`src/rtl/or1200_forw_sel_pkg.sv`:
```
// Shared select codes and tracking-entry type for the dual-issue operand-select unit.
package or1200_forw_sel_pkg;

    localparam int OR1200_SEL_WIDTH = 2;

    localparam logic [1:0] OR1200_SEL_RF      = 2'd0;
    localparam logic [1:0] OR1200_SEL_IMM     = 2'd1;
    localparam logic [1:0] OR1200_SEL_EX_FORW = 2'd2;
    localparam logic [1:0] OR1200_SEL_WB_FORW = 2'd3;

    localparam int NUM_LANES = 2;
    localparam int NUM_OPS   = 2 * NUM_LANES;

    typedef struct packed {
        logic       we;
        logic [4:0] addr;
    } trk_t;

    // r0 is hardwired zero, so it never matches a producer
    function automatic logic trk_hit(trk_t t, logic [4:0] src);
        return t.we && (src != 5'd0) && (t.addr == src);
    endfunction

endpackage

```
`src/rtl/or1200_forw_sel_lane.sv`:
```
// Per-operand source selection and cross-lane hazard detection.
module or1200_forw_sel_lane
    import or1200_forw_sel_pkg::*;
#(
    parameter int SEL_WIDTH = OR1200_SEL_WIDTH
) (
    input  logic [4:0]           src,
    input  logic                 use_imm,
    input  logic                 rd_valid,
    input  trk_t                 own_ex,
    input  trk_t                 own_wb,
    input  trk_t                 oth_ex,
    input  trk_t                 oth_wb,
    output logic [SEL_WIDTH-1:0] sel,
    output logic                 hazard
);

    logic own_ex_hit, own_wb_hit, oth_hit;

    assign own_ex_hit = trk_hit(own_ex, src);
    assign own_wb_hit = trk_hit(own_wb, src);
    assign oth_hit    = trk_hit(oth_ex, src) | trk_hit(oth_wb, src);

    // EX is the younger producer, so it beats WB
    always_comb begin
        sel = SEL_WIDTH'(OR1200_SEL_RF);
        if (use_imm)
            sel = SEL_WIDTH'(OR1200_SEL_IMM);
        else if (own_ex_hit)
            sel = SEL_WIDTH'(OR1200_SEL_EX_FORW);
        else if (own_wb_hit)
            sel = SEL_WIDTH'(OR1200_SEL_WB_FORW);
    end

    // No cross-lane forwarding path exists: wait until the other lane's write reaches the RF
    assign hazard = rd_valid & ~use_imm & oth_hit & ~(own_ex_hit | own_wb_hit);

endmodule

```
`src/rtl/or1200_forw_sel.sv`:
```
// Dual-issue operand-select and hazard unit: tracks EX/WB destinations per lane and
// produces registered operand selects plus combinational stall/split requests.
module or1200_forw_sel
    import or1200_forw_sel_pkg::*;
#(
    parameter int SEL_WIDTH = OR1200_SEL_WIDTH
) (
    input  logic                 clk,
    input  logic                 rst,
    input  logic                 id_freeze,
    input  logic                 ex_freeze,
    input  logic                 flushpipe,
    input  logic                 id_valid,
    input  logic                 id_valid2,
    input  logic [4:0]           id_rfa_addr,
    input  logic [4:0]           id_rfb_addr,
    input  logic [4:0]           id_rfa_addr2,
    input  logic [4:0]           id_rfb_addr2,
    input  logic                 id_b_imm,
    input  logic                 id_b_imm2,
    input  logic                 id_rfwe,
    input  logic                 id_rfwe2,
    input  logic [4:0]           id_rfw_addr,
    input  logic [4:0]           id_rfw_addr2,
    output logic [SEL_WIDTH-1:0] sel_a,
    output logic [SEL_WIDTH-1:0] sel_b,
    output logic [SEL_WIDTH-1:0] sel_a2,
    output logic [SEL_WIDTH-1:0] sel_b2,
    output logic                 stall,
    output logic                 split
);

    trk_t [NUM_LANES-1:0] ex_q, wb_q;
    logic                 split_pending;

    logic [NUM_LANES-1:0]                lane_vld, lane_iss;
    logic [NUM_OPS-1:0][4:0]             op_src;
    logic [NUM_OPS-1:0]                  op_imm, op_haz, op_iss;
    logic [NUM_OPS-1:0][SEL_WIDTH-1:0]   op_sel, sel_q;
    logic                                cap, rd_l1_dst, same_dst;

    // Operand order: lane-1 A, lane-1 B, lane-2 A, lane-2 B
    assign op_src = {id_rfb_addr2, id_rfa_addr2, id_rfb_addr, id_rfa_addr};
    assign op_imm = {id_b_imm2, 1'b0, id_b_imm, 1'b0};

    // Once lane 1 of a split bundle has issued, it is no longer live in ID
    assign lane_vld = {id_valid2, id_valid & ~split_pending};

    for (genvar i = 0; i < NUM_OPS; i++) begin : g_op
        localparam int L = i / 2;
        or1200_forw_sel_lane #(.SEL_WIDTH(SEL_WIDTH)) u_op (
            .src      (op_src[i]),
            .use_imm  (op_imm[i]),
            .rd_valid (lane_vld[L]),
            .own_ex   (ex_q[L]),
            .own_wb   (wb_q[L]),
            .oth_ex   (ex_q[1-L]),
            .oth_wb   (wb_q[1-L]),
            .sel      (op_sel[i]),
            .hazard   (op_haz[i])
        );
        assign op_iss[i] = lane_iss[L];
    end

    assign stall = |op_haz;

    assign rd_l1_dst = id_rfwe && (id_rfw_addr != 5'd0) &&
                       ((id_rfa_addr2 == id_rfw_addr) || (!id_b_imm2 && (id_rfb_addr2 == id_rfw_addr)));
    assign same_dst  = id_rfwe && id_rfwe2 && (id_rfw_addr != 5'd0) && (id_rfw_addr == id_rfw_addr2);
    assign split     = lane_vld[0] & lane_vld[1] & (rd_l1_dst | same_dst);

    assign cap         = ~id_freeze & ~ex_freeze;
    assign lane_iss[0] = cap & ~stall & lane_vld[0];
    assign lane_iss[1] = cap & ~stall & ~split & lane_vld[1];

    always_ff @(posedge clk or negedge rst) begin
        if (!rst) begin
            ex_q          <= '0;
            wb_q          <= '0;
            sel_q         <= '0;
            split_pending <= 1'b0;
        end else if (flushpipe) begin
            for (int l = 0; l < NUM_LANES; l++) begin
                ex_q[l].we <= 1'b0;
                wb_q[l].we <= 1'b0;
            end
            sel_q         <= '0;
            split_pending <= 1'b0;
        end else begin
            if (!ex_freeze) begin
                wb_q <= ex_q;
                // A frozen ID still lets EX drain, so a bubble follows it into EX
                if (id_freeze) begin
                    for (int l = 0; l < NUM_LANES; l++)
                        ex_q[l].we <= 1'b0;
                end else begin
                    ex_q[0] <= '{we: lane_iss[0] & id_rfwe,  addr: id_rfw_addr};
                    ex_q[1] <= '{we: lane_iss[1] & id_rfwe2, addr: id_rfw_addr2};
                end
            end
            if (cap) begin
                for (int i = 0; i < NUM_OPS; i++)
                    sel_q[i] <= op_iss[i] ? op_sel[i] : SEL_WIDTH'(OR1200_SEL_RF);
                if (!stall)
                    split_pending <= split;
            end
        end
    end

    assign sel_a  = sel_q[0];
    assign sel_b  = sel_q[1];
    assign sel_a2 = sel_q[2];
    assign sel_b2 = sel_q[3];

endmodule

```
`config.mk`:
```
export PLATFORM = sky130hd
export DESIGN_NAME = or1200_forw_sel
export DESIGN_NICKNAME = d
export VERILOG_FILES = /design/src/rtl/or1200_forw_sel_pkg.sv /design/src/rtl/or1200_forw_sel_lane.sv /design/src/rtl/or1200_forw_sel.sv
export SDC_FILE = /design/constraint.sdc
export NUM_CORES = 1
export LEC_CHECK = 0
export ABC_AREA = 1
export ABC_CLOCK_PERIOD_IN_PS = 2840
export CORE_ASPECT_RATIO = 0.9
export CORE_UTILIZATION = 59
export DETAILED_ROUTE_END_ITERATION = 7
export PLACE_DENSITY_LB_ADDON = 0.15
export SLEW_MARGIN = 20
export SYNTH_ARGS = -nofsm -noshare
export SYNTH_HDL_FRONTEND = slang
export SYNTH_SLANG_ARGS = --single-unit
```
`constraint.sdc`:
```
create_clock -name clk -period 2.84 [get_ports clk]
set_clock_uncertainty 0.2 [all_clocks]
set_input_delay 0.568 -clock clk [delete_from_list [all_inputs] [get_ports clk]]
set_output_delay 0.568 -clock clk [all_outputs]
set_load 0.05 [all_outputs]
```
# == Word level (Yosys, flattened, before mapping) ==
# Index checks and enable logic that the tools add are counted.
# classes
eq_ne,21
n_mux,29
bitwise,41
n_reduce_logical,50
# op_table
op,n
5-bit == test,19
1-bit logical AND,38
2-bit two-way mux,14
5-bit nonzero test,5
12-bit two-way mux,2
1-bit bitwise AND,20
8-bit two-way mux,2
1-bit inverter,12
5-bit two-way mux,2
1-bit two-way mux,9
1-bit bitwise OR,9
2-bit AND reduction,2
4-bit OR reduction,1
3-bit AND reduction,1
"2-bit by 1-bit inequality test with 1-bit output, second input constant",1
"2-bit inequality test, second input constant",1
2-bit nonzero test,1
1-bit zero test,1
1-bit logical OR,1
# totals
register_bits,33
in_bits,41
output_inout_bits,10
elab_cells,154

# == Longest topological paths before layout ==
# logic_depth
word_depth,15
mapped_depth,15
mapped_depth_nobuf,15

# == Cells and area by module ==
# A second synthesis with hierarchy kept.
# hier_totals
hier_cells,735
hier_area_um2,3834.9
# by_module_without_submodules
module,instances,cells_per_inst,area_per_inst_um2,seq_area_each_um2
or1200_forw_sel_lane,4,127,534.3,0.0
or1200_forw_sel,1,227,1697.9,825.8

# == Worst setup path after synthesis ==
# OpenSTA, ideal clock, no wires.
# synth_timing
path_kind,input port to output port
startpoint,input port id_rfw_addr[2]
endpoint,output port split
arrival_ns,1.619
required_time_ns,2.072
setup_slack_ns,0.453
cell_stages,6
n_path_buf,1
cell_sequence,clkbuf_1 xnor2_1 o2111ai_1 o211ai_1 nand4_1 inv_1
# synth_via
elab_chain_len,6
word_cells_on_any_way,12
cone_classes,3 x eq/ne; 2 x bitwise; 7 x reduce/logical
# synth_rtl
element,line_no,rtl
start: declaration,or1200_forw_sel.sv:23,"input logic [4:0] id_rfw_addr,"
5-bit == test,or1200_forw_sel.sv:68,((id_rfa_addr2 == id_rfw_addr) || (!id_b_imm2 && (id_rfb_addr2 == id_rfw_addr)));
1-bit logical AND,or1200_forw_sel.sv:68,
1-bit logical OR,or1200_forw_sel.sv:68,
1-bit logical AND,or1200_forw_sel.sv:67,assign rd_l1_dst = id_rfwe && (id_rfw_addr != 5'd0) &&
1-bit bitwise OR *,or1200_forw_sel.sv:70,assign split = lane_vld[0] & lane_vld[1] & (rd_l1_dst | same_dst);
1-bit bitwise AND *,or1200_forw_sel.sv:70,
end: declaration,or1200_forw_sel.sv:30,output logic split
# Mark *: on every way between the ends. The rest lies on a longest branch, timed or not.

# == Worst setup path in the final report ==
# layout_timing
startpoint,input port id_rfb_addr2[3]
endpoint,output port stall
# layout_via
elab_chain_len,7
word_cells_on_any_way,19
cone_classes,4 x eq/ne; 5 x bitwise; 10 x reduce/logical
# layout_rtl
element,line_no,rtl
start: declaration,or1200_forw_sel.sv:18,"input logic [4:0] id_rfb_addr2,"
5-bit nonzero test,or1200_forw_sel_pkg.sv:21,return t.we && (src != 5'd0) && (t.addr == src);
1-bit logical AND (2 in a row),or1200_forw_sel_pkg.sv:21,
1-bit bitwise OR (on tied branches),"or1200_forw_sel_lane.sv:22, or1200_forw_sel_lane.sv:36",
1-bit bitwise AND or 1-bit inverter (tied branches),or1200_forw_sel_lane.sv:36,assign hazard = rd_valid & ~use_imm & oth_hit & ~(own_ex_hit | own_wb_hit);
1-bit bitwise AND *,or1200_forw_sel_lane.sv:36,
4-bit OR reduction *,or1200_forw_sel.sv:65,assign stall = |op_haz;
end: declaration,or1200_forw_sel.sv:29,"output logic stall,"
# Marked as above.

==> metrics.csv <==
metric,value,unit
Synth Area in Simple Gates,49.1,%
total grt overflow,0,
GR Util met3,9.02,%
met1 Use GR,51.2,%
largest area contributor in the netlist,nand2_1,
PortBufs,50,
Detailed Place HPWL,7860,um
power per standard cell area,417,nW/um^2
Fill cells,375,
period utilization,97.7,%
core area,4920,um^2
"Most Used Layer, Global Route",met2,
Synth area leaders,"nand2_1 (29%), dfrtp_1 (27%), nor2_1 (9.5%)",
I/O pins,51,
die area,5500,um^2
setup TNS,0,ns
clock power share,28.2,%
Psw,656,uW
XOR/XNOR Fraction of Synth Area,2.85,%
maximum vdd drop,0.295,mV
share of cells above drive strength 1,15.1,%
drt wl/cell,14.9,um
worst path required time,2.07,ns
Setup Viol. Count Final,0,
final non-filler cell area,4020,um^2
syn_area_per_cell,5.51,um^2
first-pass GRT wire length,16800,um
CP endpoint kind,output pin,
CP Data Arrival Time,2.01,ns
Setup CP Type,input pin to output pin,
Die X-Extent,78.1,um
adder-cell share of the synthesized area,0,%
"Clk Latency, worst-skew pair",0.30,ns
Die Y,70.5,um
Leakage Power,0.00218,uW
register share of total power,38.1,%
Gate power share,33.7,%
clock root cell,clkbuf_8,
Synth Area in Compound Gates,11.0,%
Antenna Cells,0,
Setup crit start kind,input pin,
top-count cell post-synth,nand2_1,
max-slew violations,0,
starting density of the core,62.4,%
drt drc,0,
cell count after placement,691,
commonest cells in the synthesized netlist,"nand2_1 (234), nor2_1 (78), inv_2 (37), o21ai_0 (37), nand3_1 (36)",
Internal,1020,uW
fin util,81.6,%
synthesized instance count,558,
clock slew at reported path FFs,0.07,ns
fin nets,675,
largest net degree at the start of global routing,34,
Least-Margin Pin Slew,0.508,ns
post-synth cell types,27,
final hold vios,0,
asr flop ratio synth,100,%
final wirelength,10500,um
area growth from synthesis to layout,30.8,%
Yosys reg bits,33,
min Tclk post-route,2.78,ns
Post-synth EDFFs,0,
Max Fanout on Critical Path,7,
Total GRT Usage,39.6,%
Register Area,826,um^2
# H-tree levels,2,
row count,24,
slew margin rel.,66.0,%
Post-CTS Hold Buffers,0,
initial antenna violation count,0,
synthesized cell area,3070,um^2
met2 Use GR,61.2,%
first drt pass iteration count,5,
yosys warns,0,
top cell type's share of synthesized area,28.6,%
clk sinks,33,
status,completed,
fin cells,700,
Synth Flop Type,dfrtp_1,
Max Clk Rate,0.360,GHz
Initial DRC Count,562,
CTS tree,yes,
Routability Congestion,1.06,
Multi-input gate area,1980,um^2
max_cap viols,0,
Sw Ratio,39.1,%
Worst Hold Class,flip-flop to flip-flop,
vias in the first global route,3655,
Placed Area,3840,um^2
sequential share of the synthesized area,26.9,%
mux cell area share after synthesis,0,%
routed vias,3992,
via/cell ratio,5.70,
cts bufs inserted,5,
Clock Path Buffers,2,
Synth Net Count,599,
Routed Antenna Nets,0,
combinational family with the most area after synthesis,simple AND/OR/NAND/NOR gates,
[power by group through the flow]
stage	logic [uW]	registers, uW	clock network (uW)
floorplan	355	584	0
global placement	530	637	0
detailed placement	542	637	0
CTS	547	628	472
global route	626	640	486
finish	565	639	472
[what timing repair did]
action,4_1_cts,5_1_grt
endpoints found under the setup margin,2,2
resized for setup,18,19
setup buffers,1,0
pin swaps,1,3
[kinds of logic after synthesis]
kind of cell / after synthesis
DFF: 33
buffers and inverters: 81
xor gates and xnor gates: 10
AOI/OAI and AO/OA: 63
and+or+nand+nor: 371
[through the flow]
stage	worst slack, ns	power (uW)	hold WS (ns)
6_report	0.0639	1680	0.282
5_1_grt	-0.000307	1750	0.304
4_1_cts	0.00616	1650	0.286
3_5_place_dp	-0.0942	1180	0.269
3_3_place_gp	-0.104	1170	0.264
2_1_floorplan	0.453	939	0.0724
[registers in the layout (all words and copies together) (netlist names)]
| name | cells |
|---|---|
| ex_q | 12 |
| wb_q | 12 |
| sel_a2 | 2 |
| sel_a | 2 |
| sel_b2 | 2 |
| sel_b | 2 |
| split_pending | 1 |
[critical path: stages]
cell           delay (ns)
dlygate4sd2_1        0.31
inv_2                0.16
nand3_2              0.12
nor2_2               0.15
nor2_1               0.06
nand3_1              0.11
nand2_1              0.09
nor2_2               0.14
nor2_2               0.05
nand2_2              0.10
buf_12               0.14
[layer usage]
| metal | share of wire [%] | vias to the layer above |
|---|---|---|
| li1 | - | 1898 |
| met1 | 40 | 1737 |
| met2 | 44 | 296 |
| met3 | 11 | 61 |
| met4 | 4.7 | 0 |
| met5 | 0 | - |
[area by class of cell]
type,instances,share of cell area [%]
timing repair buffer,80,18.8
clock inverter,1,0.747
sequential,33,20.5
clock buffer,7,2.15
tap,65,2.02
inverter,70,6.54
multi-input combinational,444,49.2
[layout by cell type, fill, tap and decap left out, types with 6 or more instances in the layout]
| cell | synthesis | routed |
|---|---|---|
| inv_1 | 32 | 30 |
| nand2_1 | 234 | 234 |
| inv_2 | 37 | 39 |
| dfrtp_1 | 33 | 33 |
| dlymetal6s2s_1 | 0 | 10 |
| nor2_2 | 2 | 8 |
| buf_4 | 0 | 30 |
| o22ai_1 | 6 | 6 |
| nand3_1 | 36 | 34 |
| clkbuf_8 | 0 | 6 |
| a21oi_1 | 8 | 7 |
| nand4_1 | 11 | 11 |
| clkdlybuf4s50_1 | 0 | 25 |
| dlygate4sd2_1 | 0 | 12 |
| xnor2_1 | 7 | 6 |
| o21ai_0 | 37 | 37 |
| o21ai_1 | 6 | 6 |
| nor2_1 | 78 | 72 |
[worst paths after layout]
path                            slack (ns)  cells past startpoint             from         to
worst max-delay path                  0.06                     11  id_rfb_addr2[3]      stall
max in group asynchronous             1.63                      2              rst    ex_q[8]
min in group asynchronous             0.48                      2              rst    wb_q[2]
worst min-delay path                  0.28                      2        sel_a2[0]  sel_a2[0]
worst max register to register        0.59                     13          ex_q[3]   ex_q[11]
worst min register to register        0.28                      2        sel_a2[0]  sel_a2[0]
No activity file was read; power rests on OpenSTA's default activity.
